===== src/rtl/tank_gfx_pkg.sv =====
// rtl/tank_gfx_pkg.sv - shared types and geometry for the tank sprite layers
package tank_gfx_pkg;
  typedef enum logic [1:0] {
    DIR_UP    = 2'd0,
    DIR_RIGHT = 2'd1,
    DIR_DOWN  = 2'd2,
    DIR_LEFT  = 2'd3
  } dir_t;

  localparam int SPR_SIZE     = 32;
  localparam int SPR_BITS     = $clog2(SPR_SIZE);
  localparam int H_RES        = 640;
  localparam int V_RES        = 480;
  localparam logic [3:0] TRANSP_IDX = 4'd0;
  localparam int FLASH_FRAMES = 16;
  localparam int FLASH_W      = $clog2(FLASH_FRAMES + 1);
endpackage


===== src/rtl/tank_sprite_addr_gen.sv =====
// rtl/tank_sprite_addr_gen.sv - bounding-box test and rotated sprite ROM address
module tank_sprite_addr_gen
  import tank_gfx_pkg::*;
(
  input  logic [9:0]            draw_x,
  input  logic [9:0]            draw_y,
  input  logic [9:0]            x_lat,
  input  logic [9:0]            y_lat,
  input  dir_t                  dir,
  output logic                  in_box,
  output logic [2*SPR_BITS-1:0] rom_address
);
  localparam logic [SPR_BITS-1:0] N_MAX = SPR_BITS'(SPR_SIZE - 1);

  logic [10:0]         dx, dy, xl, yl;
  logic                in_x, in_y, on_screen;
  logic [SPR_BITS-1:0] lx, ly, r, c;

  always_comb begin
    // 11-bit compare so a box straddling the right/bottom edge never wraps to 0
    dx        = {1'b0, draw_x};
    dy        = {1'b0, draw_y};
    xl        = {1'b0, x_lat};
    yl        = {1'b0, y_lat};
    in_x      = (dx >= xl) && (dx < xl + 11'(SPR_SIZE));
    in_y      = (dy >= yl) && (dy < yl + 11'(SPR_SIZE));
    on_screen = (x_lat < 10'(H_RES)) && (y_lat < 10'(V_RES));
    in_box    = in_x && in_y && on_screen;
    lx        = draw_x[SPR_BITS-1:0] - x_lat[SPR_BITS-1:0];
    ly        = draw_y[SPR_BITS-1:0] - y_lat[SPR_BITS-1:0];
    r         = ly;
    c         = lx;
    case (dir)
      DIR_UP:    begin r = ly;          c = lx;          end
      DIR_RIGHT: begin r = N_MAX - lx;  c = ly;          end
      DIR_DOWN:  begin r = N_MAX - ly;  c = N_MAX - lx;  end
      DIR_LEFT:  begin r = lx;          c = N_MAX - ly;  end
    endcase
    rom_address = in_box ? {r, c} : '0;
  end
endmodule


===== src/rtl/tank_sprite_layer.sv =====
// rtl/tank_sprite_layer.sv - one tank sprite: frame-latched position, hit flash,
// and a 2-stage pipeline aligned to the external sprite ROM's read latency
module tank_sprite_layer
  import tank_gfx_pkg::*;
(
  input  logic       vga_clk,
  input  logic       Reset,
  input  logic [9:0] DrawX,
  input  logic [9:0] DrawY,
  input  logic       blank,
  input  logic       frame_start,
  input  logic [9:0] tank_x,
  input  logic [9:0] tank_y,
  input  logic [1:0] tank_dir,
  input  logic       tank_alive,
  input  logic       hit_pulse,
  output logic [9:0] rom_address,
  input  logic [3:0] rom_q,
  output logic [3:0] pix_idx,
  output logic       pix_hit
);
  logic [9:0]         x_lat_q, x_lat_d, y_lat_q, y_lat_d;
  dir_t               dir_lat_q, dir_lat_d;
  logic               alive_lat_q, alive_lat_d;
  logic [FLASH_W-1:0] flash_cnt_q, flash_cnt_d;
  logic               in_box_q, in_box_d, blank_q, blank_d;
  logic               alive_q, alive_d, vis_q, vis_d;
  logic [3:0]         pix_idx_q, pix_idx_d;
  logic               pix_hit_q, pix_hit_d;
  logic               in_box;

  tank_sprite_addr_gen u_addr_gen (
    .draw_x      (DrawX),
    .draw_y      (DrawY),
    .x_lat       (x_lat_q),
    .y_lat       (y_lat_q),
    .dir         (dir_lat_q),
    .in_box      (in_box),
    .rom_address (rom_address)
  );

  always_comb begin
    x_lat_d     = x_lat_q;
    y_lat_d     = y_lat_q;
    dir_lat_d   = dir_lat_q;
    alive_lat_d = alive_lat_q;
    flash_cnt_d = flash_cnt_q;
    // Position only moves at frame boundaries so a frame is never torn
    if (frame_start) begin
      x_lat_d     = tank_x;
      y_lat_d     = tank_y;
      dir_lat_d   = dir_t'(tank_dir);
      alive_lat_d = tank_alive;
    end
    if (hit_pulse)
      flash_cnt_d = FLASH_W'(FLASH_FRAMES);
    else if (frame_start && flash_cnt_q != '0)
      flash_cnt_d = flash_cnt_q - 1'b1;

    in_box_d  = in_box;
    blank_d   = blank;
    alive_d   = alive_lat_q;
    vis_d     = (flash_cnt_q == '0) || !flash_cnt_q[1];

    pix_hit_d = in_box_q && blank_q && alive_q && vis_q && (rom_q != TRANSP_IDX);
    pix_idx_d = pix_hit_d ? rom_q : 4'd0;
  end

  always_ff @(posedge vga_clk) begin
    if (Reset) begin
      x_lat_q     <= '0;
      y_lat_q     <= '0;
      dir_lat_q   <= DIR_UP;
      alive_lat_q <= 1'b0;
      flash_cnt_q <= '0;
      in_box_q    <= 1'b0;
      blank_q     <= 1'b0;
      alive_q     <= 1'b0;
      vis_q       <= 1'b0;
      pix_idx_q   <= '0;
      pix_hit_q   <= 1'b0;
    end else begin
      x_lat_q     <= x_lat_d;
      y_lat_q     <= y_lat_d;
      dir_lat_q   <= dir_lat_d;
      alive_lat_q <= alive_lat_d;
      flash_cnt_q <= flash_cnt_d;
      in_box_q    <= in_box_d;
      blank_q     <= blank_d;
      alive_q     <= alive_d;
      vis_q       <= vis_d;
      pix_idx_q   <= pix_idx_d;
      pix_hit_q   <= pix_hit_d;
    end
  end

  assign pix_idx = pix_idx_q;
  assign pix_hit = pix_hit_q;
endmodule

===== config.mk =====
export PLATFORM = sky130hd
export DESIGN_NAME = tank_sprite_layer
export DESIGN_NICKNAME = d
export VERILOG_FILES = /design/src/rtl/tank_gfx_pkg.sv /design/src/rtl/tank_sprite_addr_gen.sv /design/src/rtl/tank_sprite_layer.sv
export SDC_FILE = /design/constraint.sdc
export NUM_CORES = 1
export LEC_CHECK = 0
export CORE_MARGIN = 4
export CORE_UTILIZATION = 55
export CTS_CLUSTER_DIAMETER = 50
export DETAILED_ROUTE_END_ITERATION = 7
export PLACE_DENSITY_LB_ADDON = 0.25
export SYNTH_ARGS = -nofsm -noshare
export SYNTH_HDL_FRONTEND = slang
export SYNTH_HIERARCHICAL = 1
export SYNTH_SLANG_ARGS = --single-unit

===== constraint.sdc =====
create_clock -name vga_clk -period 9.9 [get_ports vga_clk]
set_clock_uncertainty 0.05 [all_clocks]
set_input_delay 2.97 -clock vga_clk [delete_from_list [all_inputs] [get_ports vga_clk]]
set_output_delay 2.97 -clock vga_clk [all_outputs]
set_load 0.005 [all_outputs]

==> reports/summary.txt, run 1 <==
Core Area -> 5140 um2
Worst Max-Slew Pin Slew -> 1.19 ns
Worst-path clk slew -> 0.07 ns
Final WL -> 6540 um
CTS resizes -> 0
Post-synth cell types -> 55
Initial antenna violation count -> 0
Clock latency at the later pin of the worst-skew pair -> 0.28 ns
Outcome -> completed
Total of max-cap violations -> 0
Post-route DRC violation count -> 0
Area Growth Syn to Fin -> 26.3%
Crit path DAT -> 5.58 ns
Final Critical Period -> 8.60 ns
Net Switching -> 0.000128 W
Worst Path Max Fanout -> 11
Max IR drop VDD -> 0.0789 mV
First-pass DRT Iterations -> 4
TritonCTS Buffers -> 5
Die W -> 81.1 um
Die H -> 81.1 um
Fmax -> 116 MHz
Net Count, Synth -> 431
Final setup viols -> 0
Met3 WL -> 290 um
Nets -> 490
# rows -> 26
Power share of the clock group -> 0.254
Period utilisation layout -> 0.869
Crit Reg-Reg Endpoint -> in_box_q
PD cells -> 108 nW/um2
DR WL/cell -> 13.8 um
Number of synthesized register bits -> 37
Grt ovf -> 0
Ys flop type -> dfxtp_1
WL met2 -> 3280 um
Antenna diodes -> 0
Post-Syn Area -> 2940 um2
Via density -> 5.49
Clock buffer depth -> 2
Asr flop ratio synth -> 0
Synth warn -> 6
Commonest non-fill, non-tap cells in the layout -> clkdlybuf4s50_1, nor2_1, dfxtp_1, ha_1, inv_1
Number of synthesized flops with an enable pin -> 0
Internal power -> 0.000274 W
R2R Setup Slk -> 7.44 ns
Gr usage total -> 0.208
Critical Path RT -> 6.88 ns
Slew HR -> 0.206
Reg power frac -> 0.412
Hold Buf Count CTS -> 0
Via Count -> 2597
CTS tree -> done
Crit start category -> primary input
Hold crit path type -> register to register
Synthesized instance count -> 344
CTS root buffer -> clkbuf_8
Setup crit end kind -> output port
RSZ-0062 raised after global routing -> no
Switching Share -> 0.318
Hold Vio Cnt, Final -> 0
Global-route wire length before repair -> 11000 um
Final HPWL DP -> 4970 um
Initial DRC count -> 109
Leak Pwr -> 1.55 nW
H-tree depth -> 2
Reg2reg path depth -> 10
Min-delay src -> blank_q
Sequential fraction of the synthesis area -> 0.252
Number of global-route vias before repair -> 2448
Post-Syn Area per Cell -> 8.54 um2
CTS Sinks -> 37
Layout cell share with drive strength beyond 1 -> 0.0720
IO Port Bufs -> 66
Hold depth -> 2
Final Util -> 0.722
Final GP Congestion -> 0.850
Largest net degree at the start of global routing -> 36
Setup TNS -> 0 ns
Gate power share -> 0.334
Critical path class -> primary input to output port
Post-CTS Setup Repair Bufs -> 0
Commonest non-fill, non-tap cell in the layout -> clkdlybuf4s50_1
Die area -> 6570 um2
Initial Util -> 0.571
Routed Antenna Nets -> 0
Critical R2R Launch -> x_lat_q[7]
Hold EP -> pix_hit
Boundary Pins -> 67
Top routing layer used -> met4
M1 WL -> 2920 um
Max Slew Vio Count -> 0
[cells in the mapped netlist, types with 2 or more instances]
cell	instances	area share
a21boi_0	2	0.0051
a21o_1	7	0.018
a21oi_1	19	0.032
a22oi_1	2	0.0051
and2_1	4	0.0085
and3_1	4	0.0085
and3b_1	4	0.012
buf_2	9	0.015
clkbuf_1	5	0.0064
dfxtp_1	37	0.25
fa_1	2	0.014
ha_1	33	0.14
inv_1	30	0.038
mux2i_1	28	0.095
nand2_1	9	0.012
nand3_1	12	0.020
nand3_2	2	0.0068
nand3b_1	4	0.010
nand4_1	7	0.015
nand4b_1	5	0.015
nor2_1	38	0.049
nor2b_1	4	0.0085
nor3_1	7	0.012
nor3_2	9	0.031
nor3b_1	7	0.018
nor4b_1	2	0.0060
o211a_1	3	0.010
o211ai_1	2	0.0051
o21ai_0	8	0.014
o31a_1	2	0.0060
xnor2_1	13	0.039
[registers in the layout, summed over array words and instances (netlist names)]
| signal | flops |
|---|---|
| x_lat_q | 10 |
| y_lat_q | 10 |
| flash_cnt_q | 5 |
| pix_idx | 4 |
| dir_lat_q | 2 |
| alive_d | 1 |
| alive_q | 1 |
| blank_q | 1 |
| in_box_q | 1 |
| pix_hit | 1 |
| vis_q | 1 |
[cell families (layout without fill, tap and decap cells)]
group,after synthesis,count (layout),synth area share
fa+ha+maj,35,35,0.154
compound gates,55,55,0.127
xor+xnor,14,14,0.0418
buf+inv,47,106,0.0677
simple gates,128,128,0.262
flops,37,37,0.252
mux,28,28,0.0954
[worst max-delay path: stages]
cell             delay (ns)
clkdlybuf4s50_1        0.43
ha_1                   0.33
a21o_1                 0.18
a21o_1                 0.18
a221oi_2               0.30
o311ai_2               0.14
buf_4                  0.21
nor4b_1                0.29
clkdlybuf4s50_1        0.55
[power groups by stage]
stage          clock network, W  logic (W)  registers, W
6_report               0.000102   0.000134      0.000166
5_1_grt                0.000113   0.000150      0.000167
4_1_cts                0.000106   0.000134      0.000166
3_5_place_dp                  0   0.000133      0.000169
3_3_place_gp                  0   0.000129      0.000169
2_1_floorplan                 0  0.0000930      0.000164
[layer usage]
layer / global-route usage / vias to the layer above
met2: 0.356 / 59
met1: 0.271 / 1194
met4: 0.0507 / 0
met5: 0 / -
met3: 0.0366 / 6
li1: - / 1338
[stage by stage]
stage	cell area [um2]	power [W]	cells	hold slack, ns	setup slack (ns)
floorplan	2940	0.000257	344	0.387	2.35
global placement	3630	0.000297	466	0.402	1.31
detailed placement	3630	0.000302	466	0.416	1.29
finish	3710	0.000402	473	0.424	1.30
global route	3710	0.000430	473	0.441	1.11
CTS	3710	0.000406	473	0.426	1.29
[worst max-delay path by stage]
stage / start / cells past startpoint / slack, ns / end
floorplan: DrawY[0] / 10 / 2.35 / rom_address[0]
global placement: DrawX[8] / 9 / 1.31 / rom_address[4]
detailed placement: DrawX[8] / 9 / 1.29 / rom_address[4]
CTS: DrawX[8] / 9 / 1.29 / rom_address[4]
global route: DrawX[8] / 9 / 1.11 / rom_address[4]
finish: DrawX[8] / 9 / 1.30 / rom_address[4]
[layout make-up]
class	count	area (um2)
multi-input combinational	260	2000
fill	450	1430
sequential	37	741
timing repair buffer	69	683
inverter	30	113
tap	70	87.6
clock buffer	6	72.6
clock inverter	1	8.76
Power figures use the tool's default switching activity.
==> inputs of run 2 (changes only) <==
GPL_TIMING_DRIVEN = 0   (was not set)
TNS_END_PERCENT = 10   (was not set)
==> run 2 against run 1 <==
Worst hold slack better by 0.012 ns. Via count is 1.6% higher. Worst setup slack worse by 0.066 ns. Sequential power hardly changed. Combinational power is 3% higher. Routed wire length is 2.4% higher. Die area stayed put. Critical path depth is 3 higher. Utilization is 1.6 points higher. Critical path type unchanged. Largest power group unchanged. Highest routed layer unchanged.
==> reports/summary.txt, run 2 (synthesized netlist as in run 1, its figures left out) <==
Antenna diodes -> 0 (unchanged)
CTS resizes -> 0 (unchanged)
Post-route DRC violation count -> 0 (unchanged)
WL met2 -> 3390 um (+3.2%)
Clock buffer depth -> 2 (unchanged)
IO Port Bufs -> 66 (unchanged)
Multi-input gate area -> 2000 um2 (-0.37%)
DR WL/cell -> 13.7 um (-0.78%)
Commonest non-fill, non-tap cells in the layout -> clkdlybuf4s50_1, nor2_1, dfxtp_1, ha_1, inv_1
Slew HR -> 0.642 (+0.436)
Met3 WL -> 274 um (-5.5%)
Core Area -> 5140 um2 (unchanged)
Number of global-route vias before repair -> 2448 (unchanged)
Clock latency at the later pin of the worst-skew pair -> 0.29 ns (about the same)
CTS Sinks -> 37 (unchanged)
Worst Path Max Fanout -> 10 (-1)
Leak Pwr -> 1.60 nW (+3.6%)
Final Critical Period -> 8.67 ns (+0.0656 ns)
Die H -> 81.1 um (unchanged)
Crit-path slowest cell -> clkdlybuf4s50_1
Via density -> 5.41 (-1.5%)
CP max stage delay -> 0.45 ns (-0.10 ns)
Hold WS -> 0.435 ns (+0.0119 ns)
Outcome -> completed
Layout cell share with drive strength beyond 1 -> 0.0909 (+0.0189)
Setup TNS -> 0 ns (unchanged)
Hold EP -> pix_hit
Fmax -> 115 MHz (-0.76%)
Nets -> 504 (+2.9%)
DP Area -> 3680 um2 (+1.6%)
Crit start category -> primary input
Grt ovf -> 0 (unchanged)
RSZ-0062 raised after global routing -> no
Biggest regs -> x_lat_q (10), y_lat_q (10), flash_cnt_q (5)
# rows -> 26 (unchanged)
Global-route wire length before repair -> 11100 um (+0.12%)
Die W -> 81.1 um (unchanged)
PD cells -> 111 nW/um2 (+2.5%)
Initial Util -> 0.571 (unchanged)
Critical R2R Launch -> x_lat_q[7]
Die area -> 6570 um2 (unchanged)
First-pass DRT Iterations -> 4 (unchanged)
Final setup viols -> 0 (unchanged)
R2R Setup Slk -> 7.44 ns (about the same)
TritonCTS Buffers -> 5 (unchanged)
Dpl cells -> 480 (+3.0%)
Max Slew Vio Count -> 0 (unchanged)
CTS tree -> done
Largest net degree at the start of global routing -> 13 (-64%)
Top routing layer used -> met4
Critical path class -> primary input to output port
Hold depth -> 2 (unchanged)
Via Count -> 2638 (+1.6%)
Critical Path RT -> 6.88 ns (about the same)
Post-CTS Setup Repair Bufs -> 0 (unchanged)
Gr usage total -> 0.213 (+0.00516)
Crit path buffers/inverters -> 5 (+2)
Total power -> 0.000421 W (+4.7%)
Final WL -> 6700 um (+2.4%)
Boundary Pins -> 67 (unchanged)
Final GP Congestion -> 0.901 (+6.0%)
Area Growth Syn to Fin -> 29.1%
Total of max-cap violations -> 0 (unchanged)
Final instance area -> 3790 um2 (+2.2%)
Max IR drop VDD -> 0.0953 mV (+21%)
Crit path DAT -> 5.65 ns (+0.07 ns)
Layout fillers -> 420 (-6.7%)
H-tree depth -> 2 (unchanged)
Worst Max-Slew Pin Slew -> 0.537 ns (-0.651 ns)
Storage element area -> 741 um2 (unchanged)
Commonest non-fill, non-tap cell in the layout -> clkdlybuf4s50_1
Initial DRC count -> 132 (+21%)
Initial antenna violation count -> 0 (unchanged)
Hold Buf Count CTS -> 0 (unchanged)
Layout Cells excl Fill -> 488 (+3.2%)
Routed Antenna Nets -> 0 (unchanged)
Min-delay src -> blank_q
Crit Reg-Reg Endpoint -> in_box_q
M1 WL -> 2980 um (+2.3%)
Hold Vio Cnt, Final -> 0 (unchanged)
Period utilisation layout -> 0.876 (+0.00663)
CTS root buffer -> clkbuf_8
Delay-heaviest family, CP -> buffers and inverters
Reg2reg path depth -> 10 (unchanged)
Worst-path cell chain -> clkdlybuf4s50_1 -> inv_1 -> ha_1 -> inv_1 -> fa_1 -> a21oi_1 -> nor2_1 -> o31a_1 -> o31ai_2 -> buf_4 -> nor3_2 -> clkdlybuf4s50_1
Final HPWL DP -> 5380 um (+8.3%)
Worst-path clk slew -> 0.07 ns (about the same)
Hold crit path type -> register to register
Setup crit end kind -> output port
-- run 2: changes by cell type in the layout (fill, tap and decap cells not counted) --
cell,change
o311ai_1,+1
buf_2,+9
clkbuf_1,+4
clkinv_4,-1
inv_6,+1
buf_4,-2
buf_1,+1
clkbuf_8,+2
buf_6,+1
o311ai_2,-1
-- run 2: layout make-up --
class / count / area share
buffer: 17 / 0.0228
tap: 70 / 0.0231
inverter: 30 / 0.0297
multi-input combinational: 260 / 0.527
clock buffer: 7 / 0.0254
sequential: 37 / 0.195
clock inverter: 1 / 0.00231
timing repair buffer: 66 / 0.174
-- run 2: through the flow --
stage          setup WS [ns]  utilization
2_1_floorplan           2.35            -
3_3_place_gp            1.31        0.717
3_5_place_dp            1.23        0.717
6_report                1.23        0.737
5_1_grt                 1.07        0.737
4_1_cts                 1.22        0.737
-- run 2: power breakdown --
| part | internal [W] | leakage (nW) | switching (W) | total [W] |
|---|---|---|---|---|
| logic | 0.0000700 | 1.24 | 0.0000680 | 0.000138 |
| registers | 0.000156 | 0.304 | 0.00000647 | 0.000163 |
| clock network | 0.0000643 | 0.0549 | 0.0000560 | 0.000120 |
| total | 0.000291 | 1.60 | 0.000130 | 0.000421 |
-- run 2: per-layer routing --
layer	GRT usage	up-vias
met4	0.0507	0
li1	-	1371
met3	0.0388	4
met2	0.378	57
met5	0	-
met1	0.267	1206
-- run 2: worst register-to-register path: cells and delay by family, from the launching register on --
family                   cells  cell delay, ns
adder cells (fa/ha/maj)      1            0.26
buffers and inverters        1            0.19
AND/OR/NAND/NOR              3            0.49
AO/OA/AOI/OAI                4            0.83
XOR/XNOR                     1            0.12
flip-flops                   1            0.45
-- run 2: worst max-delay path by stage --
| stage | from | to | slack, ns | cells past startpoint |
|---|---|---|---|---|
| after CTS | DrawY[0] | rom_address[1] | 1.22 | 12 |
| after global routing | DrawY[0] | rom_address[3] | 1.07 | 12 |
| after detailed placement | DrawY[0] | rom_address[1] | 1.23 | 12 |
| final | DrawY[0] | rom_address[1] | 1.23 | 12 |
| after floorplan | DrawY[0] | rom_address[0] | 2.35 | 10 |
| after global placement | DrawY[0] | rom_address[7] | 1.31 | 12 |
==> inputs of run 3 (changes only) <==
CELL_PAD_IN_SITES_DETAIL_PLACEMENT = 0   (was not set)
CELL_PAD_IN_SITES_GLOBAL_PLACEMENT = 1   (was not set)
CORE_UTILIZATION = 25   (was 55)
==> run 3 against run 2 <==
Total power rose by 16%. Utilization fell by 39 points. Non-clock buffer count did not move. Sequential cell count did not move. Fmax fell by 0.35%. Critical path depth fell by 4. Highest routed layer unchanged. Cell count rose by 15%. Worst hold slack got worse by 0.015 ns. Largest cell class unchanged. First-iteration DRC count fell by 41%. Sequential share of layout area fell by 0.77 points. Global-route usage fell by 9.7 points.
==> reports/summary.txt, run 3 (synthesized netlist as in run 1, its figures left out) <==
Area Growth Syn to Fin -> 34.3%
# rows -> 39 (+50%)
Initial Util -> 0.256 (-0.315)
Max IR drop VDD -> 0.0616 mV (-35%)
Crit path buffers/inverters -> 2 (-3)
Final Util -> 0.344 (-0.393)
Global-route wire length before repair -> 12500 um (+13%)
TritonCTS Buffers -> 5 (unchanged)
Die area -> 13500 um2 (+110%)
CP max stage delay -> 0.58 ns (+0.13 ns)
Fmax -> 115 MHz (-0.35%)
Outcome -> completed
Worst-path clk slew -> 0.07 ns (about the same)
Antenna diodes -> 0 (unchanged)
Nets -> 504 (unchanged)
Final WL -> 7580 um (+13%)
Commonest non-fill, non-tap cell in the layout -> clkdlybuf4s50_1
First-pass DRT Iterations -> 4 (unchanged)
Hold Buf Count CTS -> 0 (unchanged)
Setup TNS -> 0 ns (unchanged)
DR WL/cell -> 13.5 um (-1.6%)
Final GP Congestion -> 0.778 (-14%)
Worst Max-Slew Pin Slew -> 0.555 ns (+0.0179 ns)
Routed Antenna Nets -> 0 (unchanged)
Critical path class -> primary input to output port
CTS resizes -> 0 (unchanged)
Via density -> 4.72 (-13%)
R2R Setup Slk -> 7.32 ns (-0.12 ns)
Clock latency at the later pin of the worst-skew pair -> 0.28 ns (about the same)
Period utilisation layout -> 0.879 (+0.00307)
Max Slew Vio Count -> 0 (unchanged)
CTS root buffer -> clkbuf_16
Crit path DAT -> 5.68 ns (+0.03 ns)
Worst-path cell chain -> clkdlybuf4s50_1 -> ha_1 -> a21o_1 -> a21o_1 -> a221oi_2 -> o311ai_1 -> nor4b_1 -> clkdlybuf4s50_1
Number of global-route vias before repair -> 2608 (+6.5%)
Core Area -> 11500 um2 (+120%)
Initial DRC count -> 78 (-41%)
Leak Pwr -> 1.63 nW (+1.8%)
Layout cell share with drive strength beyond 1 -> 0.0909 (unchanged)
Largest net degree at the start of global routing -> 14 (+1)
Final HPWL DP -> 6160 um (+15%)
Dpl cells -> 553 (+15%)
Fin worst setup slack -> 1.20 ns (-0.0304 ns)
Die W -> 116 um (+44%)
Post-route DRC violation count -> 0 (unchanged)
Gr usage total -> 0.116 (-0.0974)
Commonest non-fill, non-tap cells in the layout -> clkdlybuf4s50_1, nor2_1, dfxtp_1, ha_1, inv_1
RSZ-0062 raised after global routing -> no
Via Count -> 2646 (+0.30%)
Boundary Pins -> 67 (unchanged)
Post-CTS Setup Repair Bufs -> 0 (unchanged)
Crit start category -> primary input
CTS Sinks -> 37 (unchanged)
Final Critical Period -> 8.70 ns (+0.0304 ns)
Worst Path Max Fanout -> 2 (-8)
Clock buffer depth -> 2 (unchanged)
H-tree depth -> 2 (unchanged)
Biggest regs -> x_lat_q (10), y_lat_q (10), flash_cnt_q (5)
Setup crit end kind -> output port
Hold crit path type -> register to register
Delay-heaviest family, CP -> buffers and inverters
CTS tree -> done
Layout fillers -> 1194 (+180%)
IO Port Bufs -> 66 (unchanged)
Total of max-cap violations -> 0 (unchanged)
Die H -> 116 um (+44%)
Initial antenna violation count -> 0 (unchanged)
Final setup viols -> 0 (unchanged)
Critical Path RT -> 6.88 ns (about the same)
Layout Cells excl Fill -> 561 (+15%)
PD cells -> 124 nW/um2 (+12%)
Hold Vio Cnt, Final -> 0 (unchanged)
Grt ovf -> 0 (unchanged)
Slew HR -> 0.630 (-0.0119)
Placement Setup Slack -> 1.16 ns (-0.0711 ns)
Crit-path slowest cell -> clkdlybuf4s50_1
-- run 3: cell types whose count changed in the layout (fill, tap and decap cells not counted) --
cell	previous run	this run
clkbuf_16	0	5
clkbuf_8	7	0
clkinv_2	0	1
bufinv_16	0	1
-- run 3: through the flow --
step           hold slack [ns]  total power (W)  area, um2
2_1_floorplan            0.387         0.000257       2940
3_3_place_gp             0.412         0.000305       3780
3_5_place_dp             0.416         0.000307       3780
4_1_cts                  0.425         0.000497       3950
5_1_grt                  0.446         0.000520       3950
6_report                 0.421         0.000489       3950
-- run 3: per-layer routing --
layer  vias to the layer above  wire length [um]  part of all wire  GRT usage
met1                      1189              3650              0.48      0.157
li1                       1370                 -                 -          -
met5                         -                 0                 0          0
met4                         0               136             0.018     0.0379
met2                        74              3330              0.44      0.180
met3                        13               463             0.061     0.0306
-- run 3: final cells by class --
class	count	area, um2	area share
clock inverter	3	43.8	0.0111
sequential	37	741	0.188
multi-input combinational	260	2000	0.506
clock buffer	5	125	0.0317
timing repair buffer	66	661	0.167
inverter	30	113	0.0285
buffer	17	86.3	0.0219
tap	143	179	0.0454
-- run 3: path summary, 6_finish.rpt --
kind	cells past startpoint	from	end
min reg2reg	1	alive_d	alive_q
max reg2reg	10	x_lat_q[7]	in_box_q
min	1	alive_d	alive_q
max	8	DrawX[8]	rom_address[4]
-- run 3: where the power goes --
part           internal, W  leakage (nW)  total [W]  switching [W]
Combinational    0.0000701          1.24   0.000140      0.0000698
Sequential        0.000156         0.304   0.000163     0.00000651
Clock             0.000119        0.0842   0.000186      0.0000671
Total             0.000346          1.63   0.000489       0.000143
-- run 3: worst register-to-register path, delay by kind of cell (launching register included) --
family / cells / cell delay (ns)
XOR/XNOR: 1 / 0.12
AO/OA/AOI/OAI: 4 / 0.87
adder cells (fa/ha/maj): 1 / 0.27
buffers and inverters: 1 / 0.20
flip-flops: 1 / 0.43
AND/OR/NAND/NOR: 3 / 0.58
